## src/rtl/fetch_stage_pkg.sv

```systemverilog
// Shared definitions for the instruction-fetch stage: bus widths, the NOP
// encoding, fetch FSM state encodings and the default reset PC.
package fetch_stage_pkg;

  localparam int DATA_W  = 64;
  localparam int INSTR_W = 32;

  localparam logic [INSTR_W-1:0] NOP_INSTR        = 32'h0000_0013;
  localparam logic [DATA_W-1:0]  DEFAULT_RESET_PC = 64'h0;

  typedef enum logic [1:0] {
    ST_BOOT   = 2'd0,
    ST_RUN    = 2'd1,
    ST_HALTED = 2'd2
  } fetch_state_e;

endpackage

```

## src/rtl/fetch_stage_if.sv

```systemverilog
// Instruction-memory bus and IF/ID pipeline-register bundle.
// master: the fetch stage; slave: instruction memory plus decode.
interface fetch_stage_if;
  import fetch_stage_pkg::*;

  logic [DATA_W-1:0]  imem_addr_o;
  logic [INSTR_W-1:0] imem_instr_i;
  logic               ifid_valid_o;
  logic [DATA_W-1:0]  ifid_pc_o;
  logic [DATA_W-1:0]  ifid_pc4_o;
  logic [INSTR_W-1:0] ifid_instr_o;

  modport master (
    output imem_addr_o,
    input  imem_instr_i,
    output ifid_valid_o,
    output ifid_pc_o,
    output ifid_pc4_o,
    output ifid_instr_o
  );

  modport slave (
    input  imem_addr_o,
    output imem_instr_i,
    input  ifid_valid_o,
    input  ifid_pc_o,
    input  ifid_pc4_o,
    input  ifid_instr_o
  );
endinterface

```

## src/rtl/fetch_pc_gen.sv

```systemverilog
// Program counter register with next-PC priority mux:
// not running / halt hold, then redirect load, then stall hold, else PC+4.
module fetch_pc_gen
  import fetch_stage_pkg::*;
#(
  parameter logic [DATA_W-1:0] RESET_PC = DEFAULT_RESET_PC
) (
  input  logic              clk,
  input  logic              rst_n,
  input  logic              run,
  input  logic              halt,
  input  logic              redirect,
  input  logic [DATA_W-1:0] redirect_pc,
  input  logic              stall,
  output logic [DATA_W-1:0] pc
);

  logic [DATA_W-1:0] pc_next;

  // Select the next PC; PC+4 wraps modulo 2^DATA_W by construction.
  always_comb begin
    pc_next = pc;
    if (run && !halt) begin
      if (redirect)   pc_next = redirect_pc;
      else if (!stall) pc_next = pc + DATA_W'(4);
    end
  end

  // PC register.
  always_ff @(posedge clk or negedge rst_n) begin
    if (!rst_n) pc <= RESET_PC;
    else        pc <= pc_next;
  end

endmodule

```

## src/rtl/fetch_stage.sv

```systemverilog
// Instruction-fetch stage: BOOT/RUN/HALTED FSM, PC generation and the
// IF/ID pipeline register. Optional feature macro: FETCH_MISALIGN_TRAP_EN
// (misaligned redirect sets a sticky flag and halts fetch instead of
// silently aligning the target).
module fetch_stage
  import fetch_stage_pkg::*;
#(
  parameter logic [DATA_W-1:0] RESET_PC = DEFAULT_RESET_PC
) (
  input  logic              clk,
  input  logic              rst_n,
  input  logic              stall_i,
  input  logic              flush_i,
  input  logic              redirect_i,
  input  logic [DATA_W-1:0] redirect_pc_i,
  input  logic              halt_i,
  output logic              halted_o,
  output logic              misaligned_o,
  fetch_stage_if.master     bus
);

  fetch_state_e       state_q, state_d;
  logic               run;
  logic               halt_eff;
  logic [DATA_W-1:0]  redirect_tgt;
  logic [DATA_W-1:0]  pc_p0;

  logic               ifid_valid_p1;
  logic [DATA_W-1:0]  ifid_pc_p1;
  logic [DATA_W-1:0]  ifid_pc4_p1;
  logic [INSTR_W-1:0] ifid_instr_p1;

  assign run = (state_q == ST_RUN);

`ifdef FETCH_MISALIGN_TRAP_EN
  logic mis_redirect;
  logic misaligned_q;

  // A misaligned redirect only counts when halt_i does not already win.
  assign mis_redirect = run && !halt_i && redirect_i && (redirect_pc_i[1:0] != 2'b00);
  assign halt_eff     = halt_i || mis_redirect;
  assign redirect_tgt = redirect_pc_i;

  // Sticky misaligned-redirect flag, cleared only by reset.
  always_ff @(posedge clk or negedge rst_n) begin
    if (!rst_n)            misaligned_q <= 1'b0;
    else if (mis_redirect) misaligned_q <= 1'b1;
  end

  assign misaligned_o = misaligned_q;
`else
  assign halt_eff     = halt_i;
  assign redirect_tgt = redirect_pc_i & ~DATA_W'(3);
  assign misaligned_o = 1'b0;
`endif

  fetch_pc_gen #(
    .RESET_PC (RESET_PC)
  ) u_pc_gen (
    .clk         (clk),
    .rst_n       (rst_n),
    .run         (run),
    .halt        (halt_eff),
    .redirect    (redirect_i),
    .redirect_pc (redirect_tgt),
    .stall       (stall_i),
    .pc          (pc_p0)
  );

  // Fetch FSM state register.
  always_ff @(posedge clk or negedge rst_n) begin
    if (!rst_n) state_q <= ST_BOOT;
    else        state_q <= state_d;
  end

  // Next state: BOOT lasts one cycle, HALTED is absorbing.
  always_comb begin
    state_d = state_q;
    case (state_q)
      ST_BOOT:   state_d = ST_RUN;
      ST_RUN:    if (halt_eff) state_d = ST_HALTED;
      ST_HALTED: state_d = ST_HALTED;
      default:   state_d = ST_BOOT;
    endcase
  end

  // ---- IF -> ID boundary: capture instruction at PC or insert a bubble ----
  always_ff @(posedge clk or negedge rst_n) begin
    if (!rst_n) begin
      ifid_valid_p1 <= 1'b0;
      ifid_pc_p1    <= '0;
      ifid_pc4_p1   <= '0;
      ifid_instr_p1 <= NOP_INSTR;
    end else if (run && !halt_eff && !redirect_i && stall_i) begin
      ifid_valid_p1 <= ifid_valid_p1;
    end else if (run && !halt_eff && !redirect_i && !flush_i) begin
      ifid_valid_p1 <= 1'b1;
      ifid_pc_p1    <= pc_p0;
      ifid_pc4_p1   <= pc_p0 + DATA_W'(4);
      ifid_instr_p1 <= bus.imem_instr_i;
    end else begin
      ifid_valid_p1 <= 1'b0;
      ifid_pc_p1    <= '0;
      ifid_pc4_p1   <= '0;
      ifid_instr_p1 <= NOP_INSTR;
    end
  end

  assign bus.imem_addr_o  = pc_p0;
  assign bus.ifid_valid_o = ifid_valid_p1;
  assign bus.ifid_pc_o    = ifid_pc_p1;
  assign bus.ifid_pc4_o   = ifid_pc4_p1;
  assign bus.ifid_instr_o = ifid_instr_p1;
  assign halted_o         = (state_q == ST_HALTED);

endmodule

```

## src/flat_wrapper.sv

```systemverilog
// flat-port wrapper written by rule: the top's interface ports become plain ports
module fetch_stage_flat import fetch_stage_pkg::*;
#(
  parameter logic [DATA_W-1:0] RESET_PC = DEFAULT_RESET_PC
)
  (clk, rst_n, stall_i, flush_i, redirect_i, redirect_pc_i, halt_i, halted_o, misaligned_o, bus_imem_addr_o, bus_imem_instr_i, bus_ifid_valid_o, bus_ifid_pc_o, bus_ifid_pc4_o, bus_ifid_instr_o);
  fetch_stage_if bus_i ();
  input  logic clk;
  input  logic rst_n;
  input  logic stall_i;
  input  logic flush_i;
  input  logic redirect_i;
  input  logic [DATA_W-1:0] redirect_pc_i;
  input  logic halt_i;
  output logic halted_o;
  output logic misaligned_o;
  output wire logic [$bits(bus_i.imem_addr_o)-1:0] bus_imem_addr_o;
  input wire logic [$bits(bus_i.imem_instr_i)-1:0] bus_imem_instr_i;
  output wire logic [$bits(bus_i.ifid_valid_o)-1:0] bus_ifid_valid_o;
  output wire logic [$bits(bus_i.ifid_pc_o)-1:0] bus_ifid_pc_o;
  output wire logic [$bits(bus_i.ifid_pc4_o)-1:0] bus_ifid_pc4_o;
  output wire logic [$bits(bus_i.ifid_instr_o)-1:0] bus_ifid_instr_o;
  assign bus_imem_addr_o = bus_i.imem_addr_o;
  assign bus_i.imem_instr_i = bus_imem_instr_i;
  assign bus_ifid_valid_o = bus_i.ifid_valid_o;
  assign bus_ifid_pc_o = bus_i.ifid_pc_o;
  assign bus_ifid_pc4_o = bus_i.ifid_pc4_o;
  assign bus_ifid_instr_o = bus_i.ifid_instr_o;
  fetch_stage #(.RESET_PC(RESET_PC)) u_core (.clk(clk), .rst_n(rst_n), .stall_i(stall_i), .flush_i(flush_i), .redirect_i(redirect_i), .redirect_pc_i(redirect_pc_i), .halt_i(halt_i), .halted_o(halted_o), .misaligned_o(misaligned_o), .bus(bus_i));
endmodule
```

## config.mk

```make
export PLATFORM = sky130hd
export DESIGN_NAME = fetch_stage_flat
export DESIGN_NICKNAME = d
export VERILOG_FILES = /design/src/rtl/fetch_stage_pkg.sv /design/src/rtl/fetch_stage_if.sv /design/src/rtl/fetch_pc_gen.sv /design/src/rtl/fetch_stage.sv /design/src/flat_wrapper.sv
export SDC_FILE = /design/constraint.sdc
export NUM_CORES = 1
export LEC_CHECK = 0
export CORE_MARGIN = 2
export CORE_UTILIZATION = 35
export CTS_BUF_LIST = sky130_fd_sc_hd__clkbuf_8
export CTS_CLUSTER_SIZE = 40
export DETAILED_ROUTE_END_ITERATION = 16
export GPL_ROUTABILITY_DRIVEN = 0
export SYNTH_ARGS = -nofsm -noshare
export SYNTH_HDL_FRONTEND = slang
export SYNTH_SLANG_ARGS = --single-unit
```

## constraint.sdc

```tcl
create_clock -name clk -period 6.75 [get_ports clk]
set_input_delay 2.025 -clock clk [delete_from_list [all_inputs] [get_ports clk]]
set_output_delay 2.025 -clock clk [all_outputs]
set_load 0.02 [all_outputs]
```

; ---- Yosys cells after proc, flatten, opt, wreduce, memory -nomap -nowiden
; Cells that the tools add are included.
; W data, S select, Z words.
[word_totals]
ff_bits = 227
word_cells = 28
out_inout_bits = 227
[op_classes]
n_eq_ne = 4
reduce_logical = 9
mux = 8
n_addsub = 1
[ops]
columns = operator, n
row1 = $mux W64, 4
row2 = $add A64 B3 Y64 const B, 1
row3 = $mux W32, 1
row4 = $pmux W2 S3, 1
row5 = $logic_and A1 B1 Y1, 4
row6 = $logic_not A1 Y1, 3
row7 = $eq A2 B1 Y1 const B, 1
row8 = $eq A2 B2 Y1 const B, 1
row9 = $logic_not A2 Y1, 1
row10 = $mux W2, 1
row11 = $ne A2 B1 Y1 const B, 1
row12 = $ne A2 B2 Y1 const B, 1
row13 = $reduce_and A2 Y1, 1
row14 = $mux W1, 1

; ---- Depth between registers and ports, before layout
; Gate-level depths: netlist (run 1).
[logic_depth]
depth_word = 5
depth_mapped = 10
depth_no_buf = 7

; ---- By module
; A second synthesis (run 1) with hierarchy kept.
[unflattened]
hier_cells = 1230
area_unflattened_um2 = 11682.5
[by_module_without_submodules]
columns = mod, area_each_um2, cells_each, instances
row1 = fetch_stage, 7298.2, 686, 1
row2 = fetch_pc_gen, 4384.2, 544, 1

; ---- Least setup slack after synthesis (run 1)
; No wires, ideal clock.
[synth_timing]
path_type = input-to-reg
from = in halt_i
to = reg u_core.ifid_pc4_p1[62] (netlist: u_core.bus.ifid_pc4_o[62])
arrival_ns = 3.628
slack_ns = 3.057
setup_time_ns = 0.066
path_stages = 7
path_buffers = 2
path_cell_list = nand2b_4 > buf_6 > or4_4 > buf_6 > or4_1 > mux2_2 > nand2_1
[synth_between]
elab_chain_cells = 5
word_cells_on_any_way = 6
classes_between = mux: 1 / reduce/logical: 5
[synth_rtl]
columns = element, line_no
row1 = from (decl), flat_wrapper.sv:14  ; input logic halt_i;
row2 = $logic_not A1 Y1 (*), "fetch_stage.sv:94, fetch_stage.sv:96"
row3 = $logic_and A1 B1 Y1 (*) (2 in a row), "fetch_stage.sv:94, fetch_stage.sv:96"
row4 = $logic_and A1 B1 Y1, fetch_stage.sv:96  ; end else if (run && !halt_eff && !redirect_i && !flush_i) begin
row5 = $mux W64, fetch_stage.sv:96
row6 = to (signal assigned), fetch_stage.sv:99  ; ifid_pc4_p1 <= pc_p0 + DATA_W'(4);
row7 = to (decl), fetch_stage.sv:30  ; logic [DATA_W-1:0] ifid_pc4_p1;
; Mark *: on every way between the ends. The rest lies on a longest branch, timed or not.
; A chain may end at the register's enable or synchronous reset.

; ---- Worst setup path after layout (run 1)
[layout_timing]
from = in redirect_i
to = reg u_core.ifid_pc4_p1[58] (netlist: u_core.bus.ifid_pc4_o[58])
[layout_between]
elab_chain_cells = 4
word_cells_on_any_way = 5
classes_between = mux: 1 / reduce/logical: 4
[layout_rtl]
columns = element, line_no
row1 = from (decl), flat_wrapper.sv:12  ; input logic redirect_i;
row2 = $logic_not A1 Y1 (*), "fetch_stage.sv:94, fetch_stage.sv:96"
row3 = $logic_and A1 B1 Y1 (*), "fetch_stage.sv:94, fetch_stage.sv:96"
row4 = $logic_and A1 B1 Y1, fetch_stage.sv:96
row5 = $mux W64, fetch_stage.sv:96
; Marks and branches as above.

==> results of run 1 <==
worst reg2reg max path: cells and delay by family, from the launching register on:
family                     cells  cell delay [ns]
adders and majority gates      1             0.31
DFF                            1             0.50
muxes                          1             0.30
and+or+nand+nor                4             1.99
report_power, final:
group | switching (mW) | internal, mW | total (mW)
registers | 0.459 | 1.50 | 1.96
clock network | 0.599 | 0.763 | 1.36
logic | 0.771 | 0.653 | 1.42
total | 1.83 | 2.92 | 4.75
sequential cells by signal, indices dropped and copies added (netlist names):
register / count
u_core.bus.ifid_pc4_o: 62
u_core.bus.ifid_instr_o: 32
u_core.u_pc_gen.pc: 62
u_core.state_q: 2
u_core.bus.ifid_valid_o: 1
u_core.bus.ifid_pc_o: 62
cells by family (layout without fill, tap and decap cells):
| group | after synthesis | after routing | synth area share (%) |
|---|---|---|---|
| flip-flops | 221 | 221 | 49.2 |
| AO/OA/AOI/OAI | 303 | 303 | 18.7 |
| multiplexers | 23 | 23 | 2.13 |
| other | 1 | 8 | 0.0334 |
| buffers and inverters | 124 | 412 | 4.95 |
| AND/OR/NAND/NOR | 431 | 431 | 21.2 |
| XOR/XNOR | 42 | 42 | 3.27 |
| adder cells (fa/ha/maj) | 4 | 4 | 0.445 |
synth_stat cells, drive strengths merged (4+ instances only):
| master | instances | share of area [%] |
|---|---|---|
| a21o | 12 | 0.80 |
| inv | 7 | 0.23 |
| nor2b | 10 | 0.56 |
| and2 | 16 | 0.89 |
| mux2i | 19 | 1.7 |
| nand4 | 36 | 2.4 |
| o2bb2ai | 8 | 0.62 |
| nand3 | 50 | 2.3 |
| or4 | 10 | 0.77 |
| a32oi | 5 | 0.39 |
| o22ai | 15 | 0.83 |
| a31oi | 6 | 0.33 |
| a22o | 74 | 5.8 |
| a221oi | 6 | 0.47 |
| nand2 | 137 | 4.6 |
| nor2 | 48 | 1.6 |
| nor3 | 27 | 1.3 |
| or3 | 6 | 0.38 |
| o21ai | 83 | 3.7 |
| o21a | 5 | 0.33 |
| nor4b | 4 | 0.31 |
| dfrtp | 218 | 49 |
| buf | 45 | 2.2 |
| xor2 | 19 | 1.5 |
| xnor2 | 23 | 1.8 |
| o22a | 8 | 0.62 |
| a311oi | 5 | 0.39 |
| nor4 | 26 | 2.1 |
| a2bb2oi | 12 | 0.94 |
| mux2 | 4 | 0.43 |
| ha | 4 | 0.45 |
| and4 | 17 | 1.3 |
| a21oi | 39 | 1.8 |
| clkbuf | 71 | 2.5 |
| and3 | 30 | 1.7 |
| a22oi | 15 | 1.0 |
layer usage:
layer  wire [um]  part of all wire, %  global-route usage (%)  vias up
met2       18000                   46                    36.4      404
met5           0                    0                       0        -
met1       17200                   44                    31.2     5166
met4         701                  1.8                    5.50        0
li1            -                    -                       -     4754
met3        3260                  8.3                    6.27       56
path summary, 6_finish.rpt:
path,start,end,slack (ns),cells after the start
setup / recovery,redirect_i,u_core.bus.ifid_pc4_o[58],2.80,7
hold / removal,u_core.bus.ifid_valid_o,u_core.bus.ifid_valid_o,0.47,2
setup reg to reg,u_core.u_pc_gen.pc[2],u_core.bus.ifid_pc4_o[52],3.56,6
hold reg to reg,u_core.bus.ifid_valid_o,u_core.bus.ifid_valid_o,0.47,2
max in group asynchronous,rst_n,u_core.bus.ifid_instr_o[7],4.02,2
min in group asynchronous,rst_n,u_core.bus.ifid_pc4_o[51],1.52,1
placed cells by master, fill, tap and decap left out, drive strengths merged, types with 6 or more instances in the layout:
cell type and n:
o22a 8, buf 13, nor4 26, or4 10, xnor2 23, and3 30, nor3 27, mux2i 19
clkdlybuf4s50 317, nand4 36, or3 6, a22o 74, a22oi 15, a221oi 6, conb 7, xor2 19
nor2b 10, dfrtp 218, and4 17, o2bb2ai 8, nand3 50, a31oi 6, nand2 137, inv 23
a2bb2oi 12, a21oi 39, and2 16, clkbuf 55, a21o 12, nor2 48, o22ai 15, o21ai 83
stage by stage:
step | area [um2] | total power, mW | instances | hold slack (ns) | util (%)
final | 15400 | 4.75 | 1846 | 0.473 | 48.9
after global routing | 15400 | 5.01 | 1846 | 0.503 | 48.9
after CTS | 15400 | 4.78 | 1845 | 0.479 | 48.9
after detailed placement | 14600 | 3.40 | 1771 | 0.462 | 46.2
after global placement | 14600 | 3.38 | 1771 | 0.455 | 46.2
after floorplan | 11300 | 2.72 | 1155 | 0.552 | -
area by class of cell:
type                    instances  area, um2  area share, %
repair buffers                330       3300           21.4
inverters                       8       30.0          0.195
well taps                     402        503           3.26
diodes                          1       2.50         0.0162
flip-flops and latches        221       5530           35.9
multi-input cells             810       5200           33.7
clock buffers                  55        757           4.90
clock inverters                19        104          0.673
==> out/results.ini, run 1 <==
[synthesis]
synth.ff_latch_count=221
synth-seq-area-share_pct=49.2
netlist-cell-type-count=71
number_of_enable_type_register_cells_in_the_synthesized_netlist=0
synth_area_mm2=0.0112
synth_top_flop_cell=dfrtp_1
async_s_r_ff_share_synth_pct=100
netlist_instances=1149
synthesized_area_per_cell_um2=9.78
ys_warn_count=0

[timing]
hold_violations=0
worst_pin_slew_ns=1.20
final_period_minus_worst_setup_slack_ns=3.95
finalSetupTns_ns=0
worst_slack_ns=2.80
final.period_utilization_pct=58.6
timing.final.setup_violations=0
timing_max_transition_violations_final=0
clock.fmax_ghz=0.253
finClkSkew_ns=0.0324
max_slew_margin_pct=18.7
unrepaired_setup_endpoints_after_global_routing=false

[finish]
final.fill_count=2993
areaGrowthSynthToFinish_pct=37.3
post_layout_nets=1519
drive_gt1_share_pct=7.48

[power_and_ir_drop]
power.density_mw_per_mm2=307
power.leakage_nw=6.51
ir_drop_mv=0.133

[die]
die_h_um=183
die_x_um=183
initial_cell_density_of_the_core_pct=35.6
core_region_area_mm2=0.0316
num_rows=65
design.die.area_mm2=0.0336
floorplan.io_pins=329

[cts]
post_cts_clock_slew_at_the_launch_and_capture_registers_of_the_worst_setup_and_hold_paths_ns=0.06
clk_root_buffer_cell=clkbuf_8
cts.sink_count=221
clk_path_buf_depth=3
post_cts_hold_buffer_count=0
postCtsSetupBuffers=0
htree_levels=2
clk-insertion-delay-late_ns=0.56
tritoncts=done
cts_buffers=42
post_cts_resize_count=0

[global_routing]
grt_max_degree=131
grt_use_total_pct=22.9
grt.overflow.total=0
first_pass_grt_wire_length_um=60500
grt_antenna_before_repair=1
first_global_vias=10100

[setup_path]
crit_path_top_delay_cell=buf_4
maximum_fanout_count_along_the_critical_path=70
cp_cell_sequence=buf_4 > buf_4 > nor4_2 > buf_4 > and2_1 > a222oi_1 > nand2_1
timing.critical_path.buf_inv=3
crit_type=in2reg
worst_setup_path_start_kind=primary input
worstPathRequired_ns=7.18
critical-path-top-delay-family=buffers and inverters
maximum_cell_stage_delay_along_the_critical_path_ns=0.65
worst_setup_path_end_kind=register
critPathMostFrequentCell=buf_4
worst-endpoint-arrival_ns=4.38

[place]
dp_hpwl_um=26300
number_of_port_buffers=319
dp_slack_ns=2.24

[flow_run]
timing.max_cap.violations=0

[routing]
drt_iter0_markers=679
vias=10400
detail_route.wl_per_cell_um=21.2
detail-route-antenna-nets=0
drcViolationCount=0
vias_per_cell=5.62
dr.pass1.iters=7
wl_um=39200

[run_status]
run_status=finished, final reports clean

[min_path]
hold_path.class=reg2reg

Note: power is estimated with default switching activity, not from simulation.
==> inputs of run 2 (changes only) <==
- clock period: 6.75 -> 3.85 ns (I/O delays scaled with it)
==> out/results.ini, run 2 (same netlist as run 1, synthesis figures left out) <==
[setup_path]
crit_path_top_delay_cell=clkdlybuf4s50_1
worst_setup_path_start_kind=register
maximum_fanout_count_along_the_critical_path=8
crit_type=reg2out
critical-path-top-delay-family=buffers and inverters
worst-endpoint-arrival_ns=1.85
timing.critical_path.buf_inv=1
maximum_cell_stage_delay_along_the_critical_path_ns=0.70
worst_setup_path_end_kind=primary output
worstPathRequired_ns=2.69
cp_cell_sequence=clkdlybuf4s50_1

[cts]
clk_root_buffer_cell=clkbuf_8
cts_buffers=41
post_cts_clock_slew_at_the_launch_and_capture_registers_of_the_worst_setup_and_hold_paths_ns=0.06
clk-insertion-delay-late_ns=0.56
cts.sink_count=221
post_cts_resize_count=0
htree_levels=2
post_cts_hold_buffer_count=0
tritoncts=done
clk_path_buf_depth=3
postCtsSetupBuffers=0

[finish]
final.fill_count=2998
layout.cells.most_common_list=clkdlybuf4s50_1 (317), dfrtp_1 (218), nand2_1 (136)
final_util_pct=49.4
post_layout_nets=1538
final_cell_count_no_fill=1867
drive_gt1_share_pct=8.62
areaGrowthSynthToFinish_pct=38.8
most_common_cell_after_layout_fill_and_taps_aside=clkdlybuf4s50_1

[die]
die_x_um=183
num_rows=65
core_region_area_mm2=0.0316
initial_cell_density_of_the_core_pct=35.6
die_h_um=183
design.die.area_mm2=0.0336
floorplan.io_pins=329

[routing]
detail_route.wl_per_cell_um=21.0
vias_per_cell=5.52
detail-route-antenna-nets=0
drt_iter0_markers=705
dr.pass1.iters=5
vias=10300
wl_um=39200
drcViolationCount=0

[flow_run]
timing.max_cap.violations=0

[timing]
final_period_minus_worst_setup_slack_ns=3.01
timing_max_transition_violations_final=0
unrepaired_setup_endpoints_after_global_routing=false
clock.fmax_ghz=0.332
worst_pin_slew_ns=1.06
final.period_utilization_pct=78.1
max_slew_margin_pct=28.9
finalSetupTns_ns=0
finClkSkew_ns=0.0289
hold_violations=0
timing.final.setup_violations=0

[global_routing]
use_met1_pct=32.6
grt_util_met2_pct=35.4
grt_most_used_layer=met2
first_pass_grt_wire_length_um=60600
grt.overflow.total=0
grt_max_degree=84
grt_use_total_pct=23.1
global_route.usage.met3_pct=5.24
grt_antenna_before_repair=3
first_global_vias=10100

[place]
place_inst=1791
dp_hpwl_um=27300
number_of_port_buffers=319

[power_and_ir_drop]
power.leakage_nw=6.60
power.density_mw_per_mm2=527
report.power.total_mw=8.23
power.switching_mw=3.19
ir_drop_mv=0.212
share_of_total_power_consumed_by_net_switching_pct=38.7
p_clk_share_pct=27.4
internal_power_mw=5.04
combinationalPowerShare_pct=31.3
power_frac_seq_pct=41.3

[run_status]
run_status=finished, final reports clean

[min_path]
hold_path.class=reg2reg

run 2: changes by cell type in the layout (fill, tap and decap cells not counted):
cell and change:
clkinv_2 +3, diode_2 +2, inv_1 +1, clkbuf_8 -6, buf_4 +15, buf_12 +5
clkinvlp_4 +1
run 2: worst paths after layout:
check                                           from                          to  slack [ns]  cells past startpoint
max                           u_core.u_pc_gen.pc[47]         bus_imem_addr_o[47]        0.84                      1
min                        u_core.bus.ifid_pc4_o[52]   u_core.bus.ifid_pc4_o[52]        0.47                      2
max reg2reg                    u_core.u_pc_gen.pc[2]      u_core.u_pc_gen.pc[44]        1.08                      8
min reg2reg                u_core.bus.ifid_pc4_o[52]   u_core.bus.ifid_pc4_o[52]        0.47                      2
max in group asynchronous                      rst_n  u_core.bus.ifid_instr_o[4]        2.33                      2
min in group asynchronous                      rst_n   u_core.bus.ifid_pc4_o[61]        0.62                      1
run 2: per-layer routing:
metal	part of all wire, %	wire, um	up-vias
met5	0	0	-
met4	2.5	971	0
met3	7.2	2830	70
met2	45	17700	392
met1	45	17700	5055
li1	-	-	4793
run 2: power groups by stage:
stage	clock, mW	sequential [mW]	combinational, mW
after floorplan	0	3.33	1.43
after detailed placement	0	3.43	2.57
after CTS	2.31	3.39	2.59
after global routing	2.42	3.48	2.78
after global placement	0	3.42	2.55
final	2.25	3.40	2.57
run 2: stage by stage:
stage	instance area [um2]	setup slack [ns]	hold WS, ns
floorplan	11300	1.03	0.552
detailed placement	14800	0.571	0.459
global route	15600	0.751	0.492
CTS	15600	0.808	0.472
finish	15600	0.842	0.466
global placement	14800	0.582	0.456
run 2: final cells by class:
class	count	area [um2]	area share, %
Antenna cell	3	7.51	0.0481
Tap cell	402	503	3.23
Sequential cell	221	5530	35.5
Timing Repair Buffer	350	3520	22.5
Multi-Input combinational cell	810	5200	33.3
Clock inverter	24	130	0.834
Clock buffer	49	674	4.32
Inverter	8	30.0	0.193
